==> src/rtl/hamming_pkg.sv <==
// Shared Hamming helpers: code geometry, data extraction, syndrome.
// Codeword position p (1-based) lives at bit p-1 of a MAXW-bit vector.
package hamming_pkg;

  localparam int MAXW = 64;

  typedef enum logic [1:0] {
    LIMPO,
    CORRIGIDO,
    DUPLO
  } classe_t;

  function automatic int n_of(input int r);
    return (1 << r) - 1;
  endfunction

  function automatic int k_of(input int r);
    return n_of(r) - r;
  endfunction

  function automatic logic is_pow2(input int pos);
    return (pos > 0) && ((pos & (pos - 1)) == 0);
  endfunction

  function automatic logic [MAXW-1:0] extrai_dados(
    input logic [MAXW-1:0] cw,
    input int              r
  );
    logic [MAXW-1:0] d;
    int              j;
    d = '0;
    j = 0;
    for (int i = 0; i < MAXW; i++) begin
      if ((i < n_of(r)) && !is_pow2(i + 1)) begin
        d[j[5:0]] = cw[i[5:0]];
        j++;
      end
    end
    return d;
  endfunction

  function automatic logic [7:0] calc_sindrome(
    input logic [MAXW-1:0] cw,
    input int              r
  );
    logic [7:0] s;
    s = '0;
    for (int i = 0; i < MAXW; i++) begin
      if ((i < n_of(r)) && cw[i[5:0]]) s ^= 8'(i + 1);
    end
    return s;
  endfunction

endpackage

==> src/rtl/hamming_sindrome.sv <==
// Combinational syndrome and overall parity of one codeword.
// The overall parity covers all N+SECDED bits, extra bit included.
module hamming_sindrome
  import hamming_pkg::*;
#(
  parameter int R      = 4,
  parameter int SECDED = 1,
  localparam int W     = n_of(R) + SECDED
) (
  input  logic [W-1:0] cw,
  output logic [R-1:0] sind,
  output logic         par
);

  assign sind = R'(calc_sindrome(MAXW'(cw), R));
  assign par  = (SECDED != 0) ? ^cw : 1'b0;

endmodule

==> src/rtl/corrige_hamming_secded_pipe.sv <==
// Two-stage streaming Hamming SEC/SECDED decoder with valid/ready
// on both sides and saturating corrected/double-error counters.
module corrige_hamming_secded_pipe
  import hamming_pkg::*;
#(
  parameter int R      = 4,
  parameter int SECDED = 1,
  parameter int CNT_W  = 16,
  localparam int N     = n_of(R),
  localparam int K     = k_of(R),
  localparam int W     = N + SECDED
) (
  input  logic             clk,
  input  logic             rst_n,
  input  logic [W-1:0]     entrada,
  input  logic             entrada_valid,
  output logic             entrada_ready,
  output logic [K-1:0]     saida,
  output logic             saida_valid,
  input  logic             saida_ready,
  output logic [R-1:0]     sindrome,
  output logic             erro_corrigido,
  output logic             erro_duplo,
  input  logic             limpa_cont,
  output logic [CNT_W-1:0] cnt_corrigidos,
  output logic [CNT_W-1:0] cnt_duplos
);

  logic             s1_valid_q, s1_valid_d;
  logic [N-1:0]     s1_cw_q, s1_cw_d;
  logic [R-1:0]     s1_sind_q, s1_sind_d;
  logic             s1_par_q, s1_par_d;
  logic             s2_valid_q, s2_valid_d;
  logic [K-1:0]     saida_q, saida_d;
  logic [R-1:0]     sind_q, sind_d;
  logic             corr_q, corr_d;
  logic             dup_q, dup_d;
  logic [CNT_W-1:0] cnt_corr_q, cnt_corr_d;
  logic [CNT_W-1:0] cnt_dup_q, cnt_dup_d;

  logic [R-1:0]     sind_c;
  logic             par_c;
  logic             s1_load;
  logic             s2_load;
  logic             entrega;
  classe_t          classe;
  logic             flip;
  logic [N-1:0]     fixed;

  hamming_sindrome #(
    .R      (R),
    .SECDED (SECDED)
  ) u_sind (
    .cw   (entrada),
    .sind (sind_c),
    .par  (par_c)
  );

  assign s2_load       = !s2_valid_q || saida_ready;
  assign s1_load       = s2_load || !s1_valid_q;
  assign entrada_ready = s1_load;
  assign entrega       = s2_valid_q && saida_ready;

  // With SECDED=0 the parity is tied 0, so the arms stay exclusive.
  always_comb begin
    classe = LIMPO;
    flip   = 1'b0;
    unique case (1'b1)
      (s1_sind_q != '0) && (s1_par_q || (SECDED == 0)): begin
        classe = CORRIGIDO;
        flip   = 1'b1;
      end
      (s1_sind_q == '0) && s1_par_q: begin
        classe = CORRIGIDO;
      end
      (s1_sind_q != '0) && !s1_par_q && (SECDED != 0): begin
        classe = DUPLO;
      end
      default: begin
        classe = LIMPO;
      end
    endcase
  end

  always_comb begin
    fixed = s1_cw_q;
    for (int i = 0; i < N; i++) begin
      if (flip && (int'(s1_sind_q) == i + 1)) fixed[i] = ~fixed[i];
    end
  end

  always_comb begin
    s1_valid_d = s1_valid_q;
    s1_cw_d    = s1_cw_q;
    s1_sind_d  = s1_sind_q;
    s1_par_d   = s1_par_q;
    if (s1_load) begin
      s1_valid_d = entrada_valid;
      s1_cw_d    = entrada[N-1:0];
      s1_sind_d  = sind_c;
      s1_par_d   = par_c;
    end
  end

  // S2 payload only moves on a real word so outputs hold under stall.
  always_comb begin
    s2_valid_d = s2_valid_q;
    saida_d    = saida_q;
    sind_d     = sind_q;
    corr_d     = corr_q;
    dup_d      = dup_q;
    if (s2_load) begin
      s2_valid_d = s1_valid_q;
      if (s1_valid_q) begin
        saida_d = K'(extrai_dados(MAXW'(fixed), R));
        sind_d  = s1_sind_q;
        corr_d  = (classe == CORRIGIDO);
        dup_d   = (classe == DUPLO);
      end
    end
  end

  always_comb begin
    cnt_corr_d = cnt_corr_q;
    cnt_dup_d  = cnt_dup_q;
    if (limpa_cont) begin
      cnt_corr_d = '0;
      cnt_dup_d  = '0;
    end else begin
      if (entrega && corr_q && !(&cnt_corr_q))
        cnt_corr_d = cnt_corr_q + CNT_W'(1);
      if (entrega && dup_q && !(&cnt_dup_q))
        cnt_dup_d = cnt_dup_q + CNT_W'(1);
    end
  end

  always_ff @(posedge clk or negedge rst_n) begin
    if (!rst_n) begin
      s1_valid_q <= 1'b0;
      s1_cw_q    <= '0;
      s1_sind_q  <= '0;
      s1_par_q   <= 1'b0;
      s2_valid_q <= 1'b0;
      saida_q    <= '0;
      sind_q     <= '0;
      corr_q     <= 1'b0;
      dup_q      <= 1'b0;
      cnt_corr_q <= '0;
      cnt_dup_q  <= '0;
    end else begin
      s1_valid_q <= s1_valid_d;
      s1_cw_q    <= s1_cw_d;
      s1_sind_q  <= s1_sind_d;
      s1_par_q   <= s1_par_d;
      s2_valid_q <= s2_valid_d;
      saida_q    <= saida_d;
      sind_q     <= sind_d;
      corr_q     <= corr_d;
      dup_q      <= dup_d;
      cnt_corr_q <= cnt_corr_d;
      cnt_dup_q  <= cnt_dup_d;
    end
  end

  assign saida_valid    = s2_valid_q;
  assign saida          = saida_q;
  assign sindrome       = sind_q;
  assign erro_corrigido = corr_q;
  assign erro_duplo     = dup_q;
  assign cnt_corrigidos = cnt_corr_q;
  assign cnt_duplos     = cnt_dup_q;

endmodule

==> config.mk <==
export PLATFORM = sky130hd
export DESIGN_NAME = corrige_hamming_secded_pipe
export DESIGN_NICKNAME = d
export VERILOG_FILES = /design/src/rtl/hamming_pkg.sv /design/src/rtl/hamming_sindrome.sv /design/src/rtl/corrige_hamming_secded_pipe.sv
export SDC_FILE = /design/constraint.sdc
export NUM_CORES = 1
export LEC_CHECK = 0
export CELL_PAD_IN_SITES_DETAIL_PLACEMENT = 0
export CELL_PAD_IN_SITES_GLOBAL_PLACEMENT = 1
export CORE_MARGIN = 2
export CORE_UTILIZATION = 37
export CTS_BUF_LIST = sky130_fd_sc_hd__clkbuf_2
export DETAILED_ROUTE_END_ITERATION = 10
export HOLD_SLACK_MARGIN = 0.1
export PLACE_DENSITY = 0.89
export SLEW_MARGIN = 0
export SYNTH_ARGS = -nofsm -noshare
export SYNTH_HDL_FRONTEND = slang
export SYNTH_SLANG_ARGS = --single-unit
==> constraint.sdc <==
create_clock -name clk -period 1.63 [get_ports clk]
set_input_delay 0.163 -clock clk [delete_from_list [all_inputs] [get_ports clk]]
set_output_delay 0.163 -clock clk [all_outputs]
set_load 0.005 [all_outputs]
## After elaboration in Yosys (flattened, before gate mapping)

Index checks and enable logic that the tools add are counted.

| word-level totals | value |
|---|---|
| register bits | 71 |
| bits in latches | 0 |
| memory bits (writable) | 0 |
| memory bits (read-only) | 0 |
| input bits | 21 |
| output and inout bits | 51 |
| word-level logic and storage cells | 227 |
| memories | 0 |

| cells by class | value |
|---|---|
| $add $sub $neg | 11 |
| multipliers | 0 |
| div/mod/pow operators | 0 |
| order comparisons | 20 |
| equality and inequality tests | 13 |
| shift-type cells | 0 |
| mux-type cells | 102 |
| bitwise gates (word level) | 25 |
| reductions and logical operators | 45 |

Operators by type and width:

| operator | number |
|---|---|
| two-way mux 64 bit | 18 |
| bitwise mux 64 bit | 10 |
| two-way mux 6 bit | 20 |
| < comparator 6 x 7 -> 1 bit, second input constant | 10 |
| two-way mux 16 bit | 4 |
| demux 1 bit (select 6 bit) | 10 |
| >= comparator 6 x 1 -> 1 bit, second input constant | 10 |
| adder 6 x 2 -> 6 bit, second input constant | 9 |
| adder 16 x 1 -> 16 bit, second input constant | 2 |
| two-way mux 4 bit | 8 |
| AND reduction 16 bit | 2 |
| logical AND 1 bit | 29 |
| two-way mux 1 bit | 25 |
| == test 4 bit, second input constant | 6 |
| parity 16 bit | 1 |
| == test 4 x 3 -> 1 bit, second input constant | 3 |
| two-way mux 3 bit | 4 |
| inverter 2 bit | 6 |
| inverter 3 bit | 4 |
| inverter 1 bit | 11 |
| logical NOT 1 bit | 5 |
| == test 4 x 1 -> 1 bit, second input constant | 1 |
| == test 4 x 2 -> 1 bit, second input constant | 1 |
| logical NOT 4 bit | 1 |
| 11 further kinds | 16 |

## Logic depth before layout (Yosys ltp)

Gate-level depths: netlist of the first run.

| depth | value |
|---|---|
| word-level depth | 35 |
| gate-level depth with buffers | 6 |
| gate-level depth less buffers | 6 |

## Cells and area by module

A second synthesis of the first run with hierarchy kept.

| second synthesis, totals | value |
|---|---|
| cells, all modules | 342 |
| area, all modules | 3577.2 um2 |

Modules (own cells, without submodules):

| module | instances | cells an instance | area each (um2) | seq. area each (um2) |
|---|---|---|---|---|
| corrige_hamming_secded_pipe | 1 | 319 | 3305.7 | 1676.6 |
| hamming_sindrome | 1 | 23 | 271.5 | 0.0 |

## Worst setup path before layout of the first run

OpenSTA, ideal clock, no wires.

| timing path | value |
|---|---|
| kind | register -> register |
| from | register cnt_dup_q[0] (netlist: cnt_duplos[0]) |
| to | register cnt_dup_q[8] (netlist: cnt_duplos[8]) |
| library setup time | 0.132 ns |
| arrival time | 1.577 ns |
| required time | 1.498 ns |
| setup slack | -0.079 ns |
| stages on the path, launching flop included | 7 |
| buffers on the path | 0 |
| period minus slack after synthesis | 1.709 ns |
| cells stage by stage | dfrtp_1 -> ha_1 -> nand3_1 -> nor2_1 -> nor4b_1 -> xnor2_1 -> nor2_1 |

| on the way | value |
|---|---|
| word-level cells in the longest chain between the ends | 4 |
| elaborated cells on any way between the ends | 7 |
| classes of those cells | 1 x add/sub; 2 x mux; 4 x reduce/logical |

RTL lines:

| item | RTL line | text |
|---|---|---|
| start, declared | corrige_hamming_secded_pipe.sv:39 | `logic [CNT_W-1:0] cnt_dup_q, cnt_dup_d;` |
| start signal, assigned | corrige_hamming_secded_pipe.sv:161 | `cnt_dup_q <= cnt_dup_d;` |
| branches (longest 4 deep; another with adder 16 x 1 -> 16 bit) | n/a |  |

Several ways; the timed one is not identified. The select of a mux whose other input is x is not followed.
A chain may end at the register's enable or synchronous reset.

## Worst setup path in the final report of the first run

| timing path | value |
|---|---|
| from | register s2_valid_q (netlist: saida_valid) |
| to | register cnt_corr_q[6] (netlist: cnt_corrigidos[6]) |

| on the way | value |
|---|---|
| word-level cells in the longest chain between the ends | 4 |

RTL lines:

| item | RTL line | text |
|---|---|---|
| start, declared | corrige_hamming_secded_pipe.sv:33 | `logic s2_valid_q, s2_valid_d;` |
| start signal, assigned | corrige_hamming_secded_pipe.sv:155 | `s2_valid_q <= s2_valid_d;` |
| logical AND 1 bit | corrige_hamming_secded_pipe.sv:62 | `assign entrega = s2_valid_q && saida_ready;` |
| logical AND 1 bit (2 in a row) | corrige_hamming_secded_pipe.sv:130 | `if (entrega && corr_q && !(&cnt_corr_q))` |
| nonzero test 2 bit (no line) | n/a |  |
| end signal, assigned | corrige_hamming_secded_pipe.sv:160 | `cnt_corr_q <= cnt_corr_d;` |
| end, declared | corrige_hamming_secded_pipe.sv:38 | `logic [CNT_W-1:0] cnt_corr_q, cnt_corr_d;` |

Every way passes these cells.

==> metrics.cfg, run 1 <==
[run_status]
status=complete, but fails checks
failed_checks=setup timing

[pwr]
comb_power_share_pct=30.7
leakage_nw=2.37
vdd.ir_drop.worst_v=0.000400
sw_frac_of_total_pct=32.0
seq_power_share_pct=47.5
p_int_w=0.00308
switchingPower_w=0.00145
p_per_area_mw_per_mm2=847
p_clk_share_pct=21.8

[clocking]
cts.path.max_buffers=2
clk_pin_slew_worst_paths_ns=0.20
cts_max_level=3
cts_tree=done
cts.sinks=67
clock_latency_ns=0.52
cts_buffers=9
cts_root_buffer=clkbuf_2

[timing]
layout_min_cycle_time_ns=1.70
final_max_slew_viol_count=0
fin_skew_ns=0.0236
max-slew-margin-rel_pct=54.8
setup_viol=4
hold_violations=0
post-route-worst-setup-slack_ns=-0.0694
tns_ns=-0.196
fmax_ghz=0.588
worst_slew_pin_slew_ns=0.678
fin_crit_sh_pct=104
rsz0062_at_grt=true

[global_route]
grt_pass1_wl_microns=14200
grt_max_degree=29
grt.total_usage_pct=17.9
antenna_found_initial=0
grt_pass1_vias=3027
grt-ovfl-total=0

[logic_synthesis]
ys_seq_elements=67
ys_seq_area_share_pct=48.7
synth_flop_cell=dfrtp_1
syn_nets=357
synthCells=334
synth.distinct_cells=43
synth_area_sq_mm=0.00345
synthArstFlopShare_pct=100
synth-edff-count=0
syn_area_per_cell_sq_um=10.3
ys_warn_count=0

[worst_setup_path]
critPathMaxFanout=4
crit_start=saida_valid
worst-setup-path-type=flop to flop
required_ns=2.08
crit_buf_inv=2
cp_cell_sequence=buf_6 -> and3_2 -> nand4_1 -> buf_4 -> or3_1 -> a21oi_1
crit_path_end_kind=flop
cp_slowest_stage_delay_ns=0.41
cp-start-kind=flop
slowest_stage=dfrtp_1
path_delay_family=simple AND/OR/NAND/NOR gates
worst_ep_arrival_time_ns=2.15
crit-reg2reg-launch=saida_valid

[floorplanning]
dieArea_sq_mm=0.0101
start_util_pct=37.6
rows=35
die_w_microns=101
core-area_sq_mm=0.00915
io_pins=72
die_y_microns=101

[route]
vias=3054
drc=0
drt_iter0_drc=79
ant_nets=0
firstDrtPassIters=4
vias_per_cell=4.97
post_drt_wl_per_cell_microns=14.7
drt-total-wl_microns=9050

[final_layout]
diodes=0
final.fill_count=798
drive_gt1_share_pct=35.1
final_cell_area_sq_mm=0.00535
final_common_cell=buf_4
layout_common_cells=buf_4 (78), dfrtp_1 (65), nor2_1 (52)
area_growth_pct=55.2
fin_nets=522

[place]
io_buffers=71
pre_cts_ws_ns=-0.286
dpl.hpwl_microns=6220
placed_cell_area_sq_mm=0.00474
gp_congestion=0.823

[hold_path]
hp-class=input pin to async pin

[flow_run]
maxCapViolations=0

-- flip-flops by register name, indices dropped and copies added, names as in the netlist --
| name | flops |
|---|---|
| cnt_corrigidos | 16 |
| erro_corrigido | 1 |
| erro_duplo | 1 |
| s1_par_q | 1 |
| s1_cw_q | 11 |
| s1_valid_q | 1 |
| cnt_duplos | 16 |
| saida | 11 |
| sindrome | 4 |
| saida_valid | 1 |
| s1_sind_q | 4 |
-- power by group through the flow --
stage,clock network [W],logic [W],registers [W]
global placement,0,0.00129,0.00218
floorplan,0,0.000667,0.00211
detailed placement,0,0.00133,0.00219
global route,0.00109,0.00153,0.00220
CTS,0.00101,0.00136,0.00216
finish,0.000987,0.00139,0.00215
-- cell type report --
class | count | area (sq um) | area share [%]
inverters | 3 | 11.3 | 0.211
clock buffers | 9 | 45.0 | 0.842
multi-input cells | 252 | 1950 | 36.5
flip-flops and latches | 67 | 1680 | 31.4
repair buffers | 166 | 1450 | 27.2
clock inverters | 7 | 68.8 | 1.29
well taps | 111 | 139 | 2.60
-- cell usage after synthesis, types with 3 or more instances --
| library cell | count | area [sq um] |
|---|---|---|
| dfrtp_1 | 67 | 1680 |
| nor2_1 | 54 | 203 |
| xnor2_1 | 50 | 438 |
| a21oi_1 | 26 | 130 |
| mux2_2 | 17 | 191 |
| nand2_1 | 15 | 56.3 |
| nand3_1 | 11 | 55.1 |
| nor3_1 | 9 | 45.0 |
| xor2_1 | 9 | 78.8 |
| clkbuf_1 | 8 | 30.0 |
| nand2b_1 | 7 | 43.8 |
| nand4_1 | 6 | 37.5 |
| nor4_1 | 5 | 31.3 |
| mux2i_1 | 4 | 40.0 |
| a211oi_1 | 3 | 22.5 |
| and3_1 | 3 | 18.8 |
| buf_1 | 3 | 11.3 |
| inv_1 | 3 | 11.3 |
| nand3b_1 | 3 | 22.5 |
| or3_1 | 3 | 18.8 |
-- metrics by stage --
stage	hold WS (ns)	total power, W	util (%)	instances
6_report	0.188	0.00453	58.4	615
5_1_grt	0.196	0.00481	58.4	615
4_1_cts	0.188	0.00453	55.1	607
3_5_place_dp	0.244	0.00352	51.8	568
3_3_place_gp	0.230	0.00347	51.8	568
2_1_floorplan	-0.133	0.00278	-	334
-- metal layers --
layer,share of wire [%],up-vias,GRT usage [%]
met2,53,62,32.1
met3,3.5,14,3.05
met1,42,1493,21.6
met4,1.6,0,6.43
met5,0,-,0
li1,-,1485,-
-- cells by family after synthesis --
logic type	after synthesis	share of synthesized area [%]
AND/OR/NAND/NOR	133	20.3
XOR/XNOR	60	15.7
flip-flops	67	48.7
buffers and inverters	15	1.67
adder cells (fa/ha/maj)	2	0.726
multiplexers	21	6.72
AO/OA/AOI/OAI	36	6.28
-- path summary, 6_finish.rpt --
kind                                          end  slack, ns  cells after the start
worst max-delay path            cnt_corrigidos[6]      -0.07                      6
worst min register to register        saida_valid       0.54                      1
worst min-delay path                   s1_valid_q       0.19                      2
min in group clk                       s1_valid_q       0.21                      2
max in group asynchronous             s1_cw_q[12]       0.78                      3
worst max register to register  cnt_corrigidos[6]      -0.07                      6
-- what timing repair did --
action / CTS / global route
buffers inserted: 22 / 8
gates resized for setup: 58 / 60
endpoints found under the hold margin: 30 / 0
setup endpoints to repair: 48 / 38
pin swaps: 4 / 14
hold buffers: 1 / 0
Power figures use the tool's default switching activity.
==> run 2: changes to the inputs <==
--- a/config.mk
+++ b/config.mk
@@ -5,6 +5,7 @@
 export SDC_FILE = /design/constraint.sdc
 export NUM_CORES = 1
 export LEC_CHECK = 0
+export ABC_CLOCK_PERIOD_IN_PS = 1630
 export CELL_PAD_IN_SITES_DETAIL_PLACEMENT = 0
 export CELL_PAD_IN_SITES_GLOBAL_PLACEMENT = 1
 export CORE_MARGIN = 2
==> constraint.sdc (replaced) <==
create_clock -name clk -period 1.63 [get_ports clk]
set_input_delay 0.326 -clock clk [delete_from_list [all_inputs] [get_ports clk]]
set_output_delay 0.326 -clock clk [all_outputs]
set_load 0.005 [all_outputs]
==> run 2 against run 1 <==
  * The flow still finishes with violations (setup timing)
  * Sequential power hardly changed
  * Sequential share of layout area is 1.3 points lower
  * Clock skew is 0.0050 ns higher
  * Combinational power is 8% higher
  * Power is 9.0% higher
  * Maximum frequency is 1.5% lower
  * Routed wire length is 5.5% higher
  * Largest power group unchanged
==> metrics.cfg, run 2 (synthesis results as in run 1) <==
[run_status]
status=complete, but fails checks
failed_checks=setup timing

[worst_setup_path]
r2r_slack_ns=-0.1  ; -0.03 ns
cp_slowest_stage_delay_ns=0.55  ; +0.14 ns
slowest_stage=or4_4
cp_cell_sequence=buf_6 -> nand3_2 -> or4_4 -> nor3b_2 -> xnor2_1 -> nor2_1
worst-setup-path-type=flop to flop
crit-reg2reg-launch=cnt_duplos[3]
worst_ep_arrival_time_ns=2.15  ; about the same
critPathMaxFanout=3  ; -1
cp-start-kind=flop
r2r_cells=6  ; unchanged
r2r-end=cnt_duplos[11]
required_ns=2.05  ; -0.03 ns
crit_path_end_kind=flop

[final_layout]
final_common_cell=buf_4
fin_nets=543  ; +4.0%
final.fill_count=776  ; -2.8%
area_growth_pct=62.2
layout_common_cells=buf_4 (83), dfrtp_1 (65), nor2_1 (52)
final_cell_area_sq_mm=0.00559  ; +4.5%
drive_gt1_share_pct=43.0  ; +7.9 points
diodes=0  ; unchanged

[place]
io_buffers=71  ; unchanged
placed_cell_area_sq_mm=0.00475  ; +0.26%
gp_congestion=0.814  ; -1.1%
dpl.hpwl_microns=5980  ; -3.8%

[clocking]
cts_buffers=9  ; unchanged
cts.sinks=67  ; unchanged
cts_tree=done
cts.path.max_buffers=2  ; unchanged
cts_max_level=3  ; unchanged
clk_pin_slew_worst_paths_ns=0.20  ; about the same
clock_latency_ns=0.51  ; about the same
cts_root_buffer=clkbuf_2

[pwr]
vdd.ir_drop.worst_v=0.000466  ; +17%
total_power_w=0.00494  ; +9.0%
switchingPower_w=0.00150  ; +3.5%
p_per_area_mw_per_mm2=884  ; +4.3%
comb_power_share_pct=30.3  ; -0.4 points
p_int_w=0.00344  ; +12%
p_clk_share_pct=26.4  ; +4.6 points
leakage_nw=2.41  ; +1.8%
sw_frac_of_total_pct=30.4  ; -1.6 points
seq_power_share_pct=43.3  ; -4.2 points

[route]
ant_nets=0  ; unchanged
vias_per_cell=4.95  ; -0.39%
drt_iter0_drc=52  ; -34%
wl_met3_microns=354  ; +11%
vias=3146  ; +3.0%
met1_length_microns=3940  ; +4.4%
firstDrtPassIters=4  ; unchanged
drc=0  ; unchanged
highest_layer=met4
drt-total-wl_microns=9540  ; +5.5%
met2_length_microns=5160  ; +7.4%
post_drt_wl_per_cell_microns=15.0  ; +2.0%

[hold_path]
hp-class=input pin to async pin

[floorplanning]
io_pins=72  ; unchanged
dieArea_sq_mm=0.0101  ; unchanged
core-area_sq_mm=0.00915  ; unchanged
die_w_microns=101  ; unchanged
start_util_pct=37.6  ; unchanged
die_y_microns=101  ; unchanged
rows=35  ; unchanged

[timing]
post-route-worst-setup-slack_ns=-0.0961  ; -0.0267 ns
fmax_ghz=0.579  ; -1.5%
fin_crit_sh_pct=106  ; +1.6 points
layout_min_cycle_time_ns=1.73  ; +0.0267 ns
max-slew-margin-rel_pct=73.1  ; +18 points
hold_violations=0  ; unchanged
setup_viol=10  ; +6
fin_skew_ns=0.0285  ; +0.00495 ns
final_max_slew_viol_count=0  ; unchanged
rsz0062_at_grt=true
worst_slew_pin_slew_ns=0.401  ; -0.277 ns

[global_route]
antenna_found_initial=0  ; unchanged
grt-ovfl-total=0  ; unchanged
grt_pass1_wl_microns=15100  ; +6.7%
grt_max_degree=68  ; +130%
grt_pass1_vias=3310  ; +9.3%
grt.total_usage_pct=19.0  ; +1.1 points

[flow_run]
maxCapViolations=0  ; unchanged

-- run 2: changes by cell type in the layout (fill, tap and decap cells not counted), sizes merged --
cell,change
buf,+26
bufinv,+2
clkbuf,+20
clkdlybuf4s50,-5
clkinv,-1
clkinvlp,-1
dlygate4sd2,-11
dlymetal6s2s,-9
-- run 2: critical path, delay by kind of cell (launching register included) --
kind / cells / cell delay (ns)
and+or+nand+nor: 4 / 0.93
buffers and inverters: 1 / 0.13
DFF: 1 / 0.44
xor gates and xnor gates: 1 / 0.13
-- run 2: how the worst max path moves through the flow --
stage,startpoint,endpoint,slack (ns),cells past startpoint
CTS,saida_valid,entrada_ready,-0.07,3
floorplan,cnt_duplos[0],cnt_duplos[8],0.004,6
global route,cnt_duplos[3],cnt_duplos[11],-0.17,6
finish,cnt_duplos[3],cnt_duplos[11],-0.1,6
detailed placement,saida_ready,cnt_duplos[12],-0.46,8
global placement,saida_ready,cnt_duplos[15],-0.40,6
-- run 2: power groups by stage --
stage	registers, W	logic, W	clock network (W)
global placement	0.00217	0.00134	0
CTS	0.00213	0.00146	0.00132
finish	0.00214	0.00150	0.00130
detailed placement	0.00218	0.00137	0
global route	0.00218	0.00164	0.00141
floorplan	0.00211	0.000667	0
-- run 2: what timing repair did --
item,CTS,global route
hold buffers,1,0
endpoints found under the setup margin,66,64
setup buffers,48,6
cloned,0,1
pin swaps,11,28
gates resized for setup,133,74
hold endpoints to repair,67,0
-- run 2: through the flow --
step | std cells | setup TNS (ns) | setup slack, ns | util (%) | hold slack [ns]
global placement | 568 | -14.44 | -0.400 | 51.9 | 0.373
floorplan | 334 | 0 | 0.00440 | - | 0.0304
detailed placement | 568 | -16.43 | -0.463 | 51.9 | 0.377
global route | 636 | -1.99 | -0.166 | 61.1 | 0.318
CTS | 633 | -0.392 | -0.0721 | 59.7 | 0.311
finish | 636 | -0.382 | -0.0961 | 61.1 | 0.321
-- run 2: layout make-up --
cell class	count	area (sq um)	area share, %
Clock buffer	9	45.0	0.806
Clock inverter	7	116	2.08
Inverter	3	11.3	0.202
Multi-Input combinational cell	252	2040	36.5
Sequential cell	67	1680	30.0
Tap cell	111	139	2.49
Timing Repair Buffer	187	1560	27.9
-- run 2: routing by layer --
layer,vias to the layer above,track usage (%)
met4,0,5.80
met3,9,3.74
met5,-,0
met2,70,34.4
li1,1525,-
met1,1542,22.7
